$ cat config.mk
export PLATFORM = sky130hd
export DESIGN_NAME = timer_core
export DESIGN_NICKNAME = d
export VERILOG_FILES = /design/src/rtl/timer_core.sv
export SDC_FILE = /design/constraint.sdc
export NUM_CORES = 1
export LEC_CHECK = 0
export CORE_AREA = 2 2 80 82
export DETAILED_ROUTE_END_ITERATION = 8
export DIE_AREA = 0 0 82 84
export SKIP_CTS_REPAIR_TIMING = 1
export SLEW_MARGIN = 20
export SYNTH_ARGS = -nofsm -noshare
export SYNTH_HDL_FRONTEND = slang
export SYNTH_SLANG_ARGS = --single-unit
$ cat constraint.sdc
create_clock -name CLOCK_50 -period 2.15 [get_ports CLOCK_50]
set_input_delay 0.5375 -clock CLOCK_50 [delete_from_list [all_inputs] [get_ports CLOCK_50]]
set_output_delay 0.5375 -clock CLOCK_50 [all_outputs]
set_load 0.02 [all_outputs]
$ cat src/rtl/timer_core.sv
// ---------------------------------------------------------------------------
// timer_core
// MM:SS countdown timer: loads seconds then minutes from sw, counts down once
// per tick, pauses/resumes on toggle and blinks the display when it expires.
//
// Ports
//   CLOCK_50      in   system clock, all state on its rising edge
//   reset         in   synchronous, active-high
//   tick          in   1 Hz single-cycle pulse
//   set_pulse     in   single-cycle set button pulse
//   toggle_pulse  in   single-cycle start/stop button pulse
//   sw[7:0]       in   BCD load value, [7:4] tens, [3:0] ones
//   min_bcd[7:0]  out  minutes, BCD 00..99
//   sec_bcd[7:0]  out  seconds, BCD 00..59
//   display_on    out  1 = segments lit, 0 = blanked
//   running       out  1 in RUN
//   done          out  1 in DONE
//   state[2:0]    out  current state encoding
//
// State  | meaning
// -------+-----------------------------------------------------
// SET_SEC| waiting for set_pulse to load seconds
// SET_MIN| waiting for set_pulse to load minutes
// RUN    | counting down on tick
// PAUSE  | value frozen, toggle resumes
// DONE   | reached 00:00, display blinks every BLINK_TICKS ticks
// ---------------------------------------------------------------------------
module timer_core #(
    parameter int unsigned BLINK_TICKS = 1
) (
    input  logic       CLOCK_50,
    input  logic       reset,
    input  logic       tick,
    input  logic       set_pulse,
    input  logic       toggle_pulse,
    input  logic [7:0] sw,
    output logic [7:0] min_bcd,
    output logic [7:0] sec_bcd,
    output logic       display_on,
    output logic       running,
    output logic       done,
    output logic [2:0] state
);

    typedef enum logic [2:0] {
        SET_SEC = 3'd0,
        SET_MIN = 3'd1,
        RUN     = 3'd2,
        PAUSE   = 3'd3,
        DONE    = 3'd4
    } state_e;

    localparam logic [3:0] BLINK_LIM = 4'(BLINK_TICKS);

    state_e     state_q, state_d;
    logic [7:0] min_q, min_d;
    logic [7:0] sec_q, sec_d;
    logic       disp_q, disp_d;
    logic [3:0] blink_q, blink_d;

    logic [7:0] sec_dec;
    logic [7:0] min_dec;
    logic       sec_wrap;
    logic       dec_zero;
    logic       is_zero;

    function automatic logic [7:0] clamp_sec(input logic [7:0] v);
        if (v[7:4] > 4'd5 || v[3:0] > 4'd9) return 8'h59;
        return v;
    endfunction

    function automatic logic [7:0] clamp_min(input logic [7:0] v);
        if (v[7:4] > 4'd9 || v[3:0] > 4'd9) return 8'h99;
        return v;
    endfunction

    // Saturates at 00 so the minutes digit can never underflow.
    function automatic logic [7:0] bcd_dec99(input logic [7:0] v);
        if (v[3:0] != 4'd0) return {v[7:4], v[3:0] - 4'd1};
        if (v[7:4] != 4'd0) return {v[7:4] - 4'd1, 4'd9};
        return 8'h00;
    endfunction

    always_comb begin
        sec_wrap = (sec_q == 8'h00);
        if (sec_q[3:0] != 4'd0) begin
            sec_dec = {sec_q[7:4], sec_q[3:0] - 4'd1};
        end else if (sec_q[7:4] != 4'd0) begin
            sec_dec = {sec_q[7:4] - 4'd1, 4'd9};
        end else begin
            sec_dec = 8'h59;
        end
        min_dec  = sec_wrap ? bcd_dec99(min_q) : min_q;
        dec_zero = (min_dec == 8'h00) && (sec_dec == 8'h00);
        is_zero  = (min_q == 8'h00) && (sec_q == 8'h00);
    end

    always_comb begin
        state_d = state_q;
        min_d   = min_q;
        sec_d   = sec_q;
        disp_d  = 1'b1;
        blink_d = 4'd0;

        unique case (state_q)
            SET_SEC: begin
                if (set_pulse) begin
                    sec_d   = clamp_sec(sw);
                    state_d = SET_MIN;
                end
            end
            SET_MIN: begin
                if (set_pulse) begin
                    min_d   = clamp_min(sw);
                    state_d = RUN;
                end
            end
            RUN: begin
                if (set_pulse) begin
                    state_d = SET_SEC;
                    min_d   = 8'h00;
                    sec_d   = 8'h00;
                end else if (is_zero) begin
                    // Entered RUN with nothing to count: expire immediately.
                    state_d = DONE;
                end else if (tick) begin
                    // A same-edge toggle still pauses after the decrement,
                    // unless the decrement expires the timer.
                    min_d = min_dec;
                    sec_d = sec_dec;
                    if (dec_zero) begin
                        state_d = DONE;
                    end else if (toggle_pulse) begin
                        state_d = PAUSE;
                    end
                end else if (toggle_pulse) begin
                    state_d = PAUSE;
                end
            end
            PAUSE: begin
                if (set_pulse) begin
                    state_d = SET_SEC;
                    min_d   = 8'h00;
                    sec_d   = 8'h00;
                end else if (toggle_pulse) begin
                    state_d = RUN;
                end
            end
            DONE: begin
                disp_d  = disp_q;
                blink_d = blink_q;
                if (set_pulse) begin
                    state_d = SET_SEC;
                    min_d   = 8'h00;
                    sec_d   = 8'h00;
                    disp_d  = 1'b1;
                    blink_d = 4'd0;
                end else if (tick) begin
                    if (blink_q + 4'd1 >= BLINK_LIM) begin
                        blink_d = 4'd0;
                        disp_d  = ~disp_q;
                    end else begin
                        blink_d = blink_q + 4'd1;
                    end
                end
            end
            default: begin
                state_d = SET_SEC;
                min_d   = 8'h00;
                sec_d   = 8'h00;
            end
        endcase
    end

    always_ff @(posedge CLOCK_50) begin
        if (reset) begin
            state_q <= SET_SEC;
            min_q   <= 8'h00;
            sec_q   <= 8'h00;
            disp_q  <= 1'b1;
            blink_q <= 4'd0;
        end else begin
            state_q <= state_d;
            min_q   <= min_d;
            sec_q   <= sec_d;
            disp_q  <= disp_d;
            blink_q <= blink_d;
        end
    end

    assign min_bcd    = min_q;
    assign sec_bcd    = sec_q;
    assign display_on = disp_q;
    assign running    = (state_q == RUN);
    assign done       = (state_q == DONE);
    assign state      = state_q;

endmodule

## Word-level counts from Yosys, hierarchy flattened

Index checks and enable logic that the tools add are counted.
W data, S select, Z words.

- Reductions and logical operators: 19
- Order comparisons: 4
- Equality and inequality tests: 11
- Bitwise logic cells: 4
- Add/subtract/negate cells: 5
- Multiplexer cells: 43

Operators with widths:

| cell | count |
|---|---|
| $mux W8 | 20 |
| $pmux W8 S4 | 2 |
| $logic_not A8 Y1 | 4 |
| $mux W3 | 10 |
| $reduce_bool A4 Y1 | 4 |
| $sub A4 B1 Y4 const B | 4 |
| $pmux W3 S5 | 1 |
| $reduce_and A5 Y1 | 2 |
| $mux W1 | 9 |
| $ne A3 B3 Y1 const B | 3 |
| $gt A4 B4 Y1 const B | 2 |
| $eq A3 B2 Y1 const B | 2 |
| $ne A2 B2 Y1 const B | 3 |
| $add A4 B1 Y4 const B | 1 |
| $ge A4 B1 Y1 const B | 1 |
| $gt A4 B3 Y1 const B | 1 |
| $mux W4 | 1 |
| $not A1 Y1 | 4 |
| $reduce_and A4 Y1 | 1 |
| $eq A3 B1 Y1 const B | 1 |
| $eq A3 B3 Y1 const B | 1 |
| $logic_not A3 Y1 | 1 |
| $reduce_or A3 Y1 | 1 |
| $logic_and A1 B1 Y1 | 2 |
| other kinds (4) | 5 |

- Bits of input ports: 13
- Flip-flop bits (word level): 24
- Output and inout port bits: 22
- Word-level logic and storage cells: 91

## Longest topological paths before layout

- Word-level depth: 13
- Depth in mapped cells: 7
- Depth with buffers taken out: 6

## Worst setup path before layout

OpenSTA, ideal clock, no wires.

- Kind: reg-to-output
- Start: register state_q[1], in the netlist state[1]
- End: output running
- Data arrival time: 1,541 ps
- Path buffers: 2
- Setup slack: 71 ps
- Data required time: 1,612 ps
- Stages on the path, launching flop included: 5
- Cells stage by stage: dfxtp_1 -> buf_2 -> buf_1 -> inv_1 -> nor3_1

- Cells in the longest elaborated chain, start to end: 1

Ends and longest elaborated chain:

| item | line | text |
|---|---|---|
| start: declaration | 55 | `state_e state_q, state_d;` |
| start signal: assignment | 183 | `state_q <= state_d;` |
| $eq A3 B2 Y1 | 194 | `assign running = (state_q == RUN);` |
| end: declaration | 40 | `output logic running,` |

Every way passes these cells.

## Worst setup path after layout

Ends and elaborated chain as after synthesis.

==> results.ini <==
[grt]
grt_pass1_wl_um=9070
grt.total_usage=0.165
antenna_found_initial=0
grt_pass1_vias=1848
maximum_number_of_pins_on_one_net_before_global_route_repair=20
overflow=0

[final_layout]
area_used_by_multi_input_combinational_logic_sq_um=1190
finalInstanceArea_sq_um=2480
diodes=0
nets=301
final_util=0.406
final_cell_mix=sky130_fd_sc_hd__buf_4 (37), sky130_fd_sc_hd__clkdlybuf4s50_1 (33), sky130_fd_sc_hd__dfxtp_1 (24)
regArea_sq_um=480
drive_above_1_share=0.196
fillCellCount=630
layout.cells.most_common=sky130_fd_sc_hd__buf_4
area_growth_syn_to_layout_pct=40.0

[sta]
post_route_minimum_period_ns=2.08
skew_ns=0.00139
final_min_period_over_clock_period=0.968
maxSlewHeadroom=0.724
final_hold_viol_count=0
setup_repair_after_global_routing_missed_its_margin=no
maxSlewViolCount=0
worstMarginPinSlew_ns=0.411
setup_viol=0
top_achievable_clock_speed_mhz=481
post_route_setup_tns_ns=0

[routing]
dr_total_vias=1953
detailedRoute.firstIterationViolations=176
routedWlPerCell_um=14.9
drt_wirelength_um=5400
drtAntennaViolNets=0
drt-vias-per-instance=5.40
number_of_iterations_in_the_first_detailed_routing_pass=4
drcViolationCount=0

[clocking]
tritoncts_buffers=3
clk-insertion-delay-late_ns=0.28
cts_tree=yes
max-clock-path-buffers=2
htreeDepth=1
number_of_clock_sinks=24
clk_pin_slew_ns=0.09
root_buffer=sky130_fd_sc_hd__clkbuf_8

[critical_path]
worst-endpoint-required_ns=1.61
worstPathMaxFanout=4
cp-start-kind=register
timing_startpoint_of_the_critical_path=state[1]
cp-end-kind=output pin
timing.setup.critical_path_class=reg2out
cp_data_arrival_time_ns=1.54
reg2reg_slack_ns=0.18
r2r-start=sec_bcd[5]

[synth]
mappedNetlistNets=237
synth_simple_gate_area_share=0.341
post_synth_instance_area_sq_um=1770
yosys_register_bits=24
synth_top_cell_area_share=0.272
synth-xor-area-share=0.0248
netlist_top_cells_area=sky130_fd_sc_hd__dfxtp_1 (27%), sky130_fd_sc_hd__o21ai_0 (4.0%), sky130_fd_sc_hd__nand2b_1 (3.9%), sky130_fd_sc_hd__nand2_1 (3.8%), sky130_fd_sc_hd__nor2_1 (3.2%)
async_flop_share=0
number_of_instances_in_the_synthesized_netlist=222
ys_warn_count=0
multiplexer_share_of_the_synthesized_area=0.0177
yosys.area_share.adder=0.0141
synth_area_per_cell_sq_um=7.97
synth-main-ff-cell=sky130_fd_sc_hd__dfxtp_1
synth-edff-count=0
yosysSeqAreaShare=0.272
dominant_combinational_cell_family_by_area_after_synthesis=simple AND/OR/NAND/NOR gates
synth_top_cell_by_area=sky130_fd_sc_hd__dfxtp_1
synth-compound-area-share=0.274
post_synth_num_cell_types=59

[placement]
place_area_sq_um=2420
port_buffers=34
place_hpwl_um=4110
gp_routability_congestion=0.937

[die]
core_area_sq_um=6100
starting_density_of_the_core=0.290
fp.dieH_um=84
die_w_um=82
die_area_sq_um=6890
io-pin-count=35
rows=29

[min_path]
hold_wc_path_type=reg2reg
holdCritStartpoint=blink_q[2]

[status]
run_status=complete, no violations

[pwr]
leakagePower_nw=0.934
pwr-share-comb=0.454
p_sw_mw=0.566
p_clk_frac=0.213
powerDensity_nw_per_um2=621
power_internal_mw=0.972
power_share_of_the_sequential_group=0.333
irDropWorstVdd_mv=0.331
netSwitchingFraction=0.368

[flow_run]
maxcap_violations=0

[cell families after synthesis]
| group | count (synthesis) |
|---|---|
| adder cells (fa/ha/maj) | 2 |
| XOR/XNOR | 5 |
| buffers and inverters | 22 |
| multiplexers | 3 |
| flip-flops | 24 |
| AO/OA/AOI/OAI | 68 |
| AND/OR/NAND/NOR | 98 |
[critical path, cell delays in order, from the launching register on]
cell                              delay [ns]
sky130_fd_sc_hd__dfxtp_1                0.34
sky130_fd_sc_hd__inv_1                  0.09
sky130_fd_sc_hd__nor3_1                 0.21
sky130_fd_sc_hd__clkdlybuf4s50_1        0.63
[path summary, 6_finish.rpt]
path / endpoint / depth (start not counted)
hold / removal: blink_q[2] / 1
hold reg to reg: blink_q[2] / 1
setup / recovery: running / 3
setup reg to reg: min_bcd[3] / 5
[layer usage]
metal	track usage	vias up	part of all wire
met5	0	-	0
met3	0.0303	10	0.056
li1	-	968	-
met2	0.245	70	0.46
met4	0.0439	0	0.019
met1	0.241	905	0.46
[final cells by class]
| class | instances | share of cell area |
|---|---|---|
| multi-input cells | 176 | 0.479 |
| repair buffers | 71 | 0.251 |
| flip-flops and latches | 24 | 0.194 |
| well taps | 77 | 0.0389 |
| clock buffers | 4 | 0.0222 |
| inverters | 10 | 0.0152 |
[synthesized netlist by cell type (all sizes together), types with 3 or more instances]
library cell	count
a22oi	4
o22ai	5
or3	3
a21oi	11
nand4	5
a211oi	5
xnor2	3
nor2	15
o211ai	3
o21ai	16
and2	3
nor3	5
nor4b	3
and3	4
nor3b	5
buf	6
nand2b	11
dfxtp	24
nor4	7
clkbuf	6
nand3	8
inv	10
or4	3
nand2	18
[metrics by stage]
stage / setup WS (ns) / power [mW] / std cells / hold WS [ns]
6_report: 0.0691 / 1.54 / 362 / 0.483
5_1_grt: 0.0100 / 1.64 / 362 / 0.502
4_1_cts: 0.0371 / 1.55 / 362 / 0.489
3_5_place_dp: -0.219 / 1.21 / 358 / 0.474
3_3_place_gp: -0.138 / 1.21 / 358 / 0.467
2_1_floorplan: 0.0713 / 0.942 / 222 / 0.458
[power by group through the flow]
stage	clock (mW)	combinational (mW)	sequential [mW]
after floorplan	0	0.395	0.547
after global placement	0	0.691	0.522
after detailed placement	0	0.692	0.522
after CTS	0.342	0.695	0.511
after global routing	0.364	0.763	0.517
final	0.328	0.699	0.512
[registers in the layout, indices dropped and copies added, names as in the netlist]
| signal | flops |
|---|---|
| blink_q | 4 |
| state | 3 |
| display_on | 1 |
| sec_bcd | 8 |
| min_bcd | 8 |
Note: power is estimated with default switching activity, not from simulation.
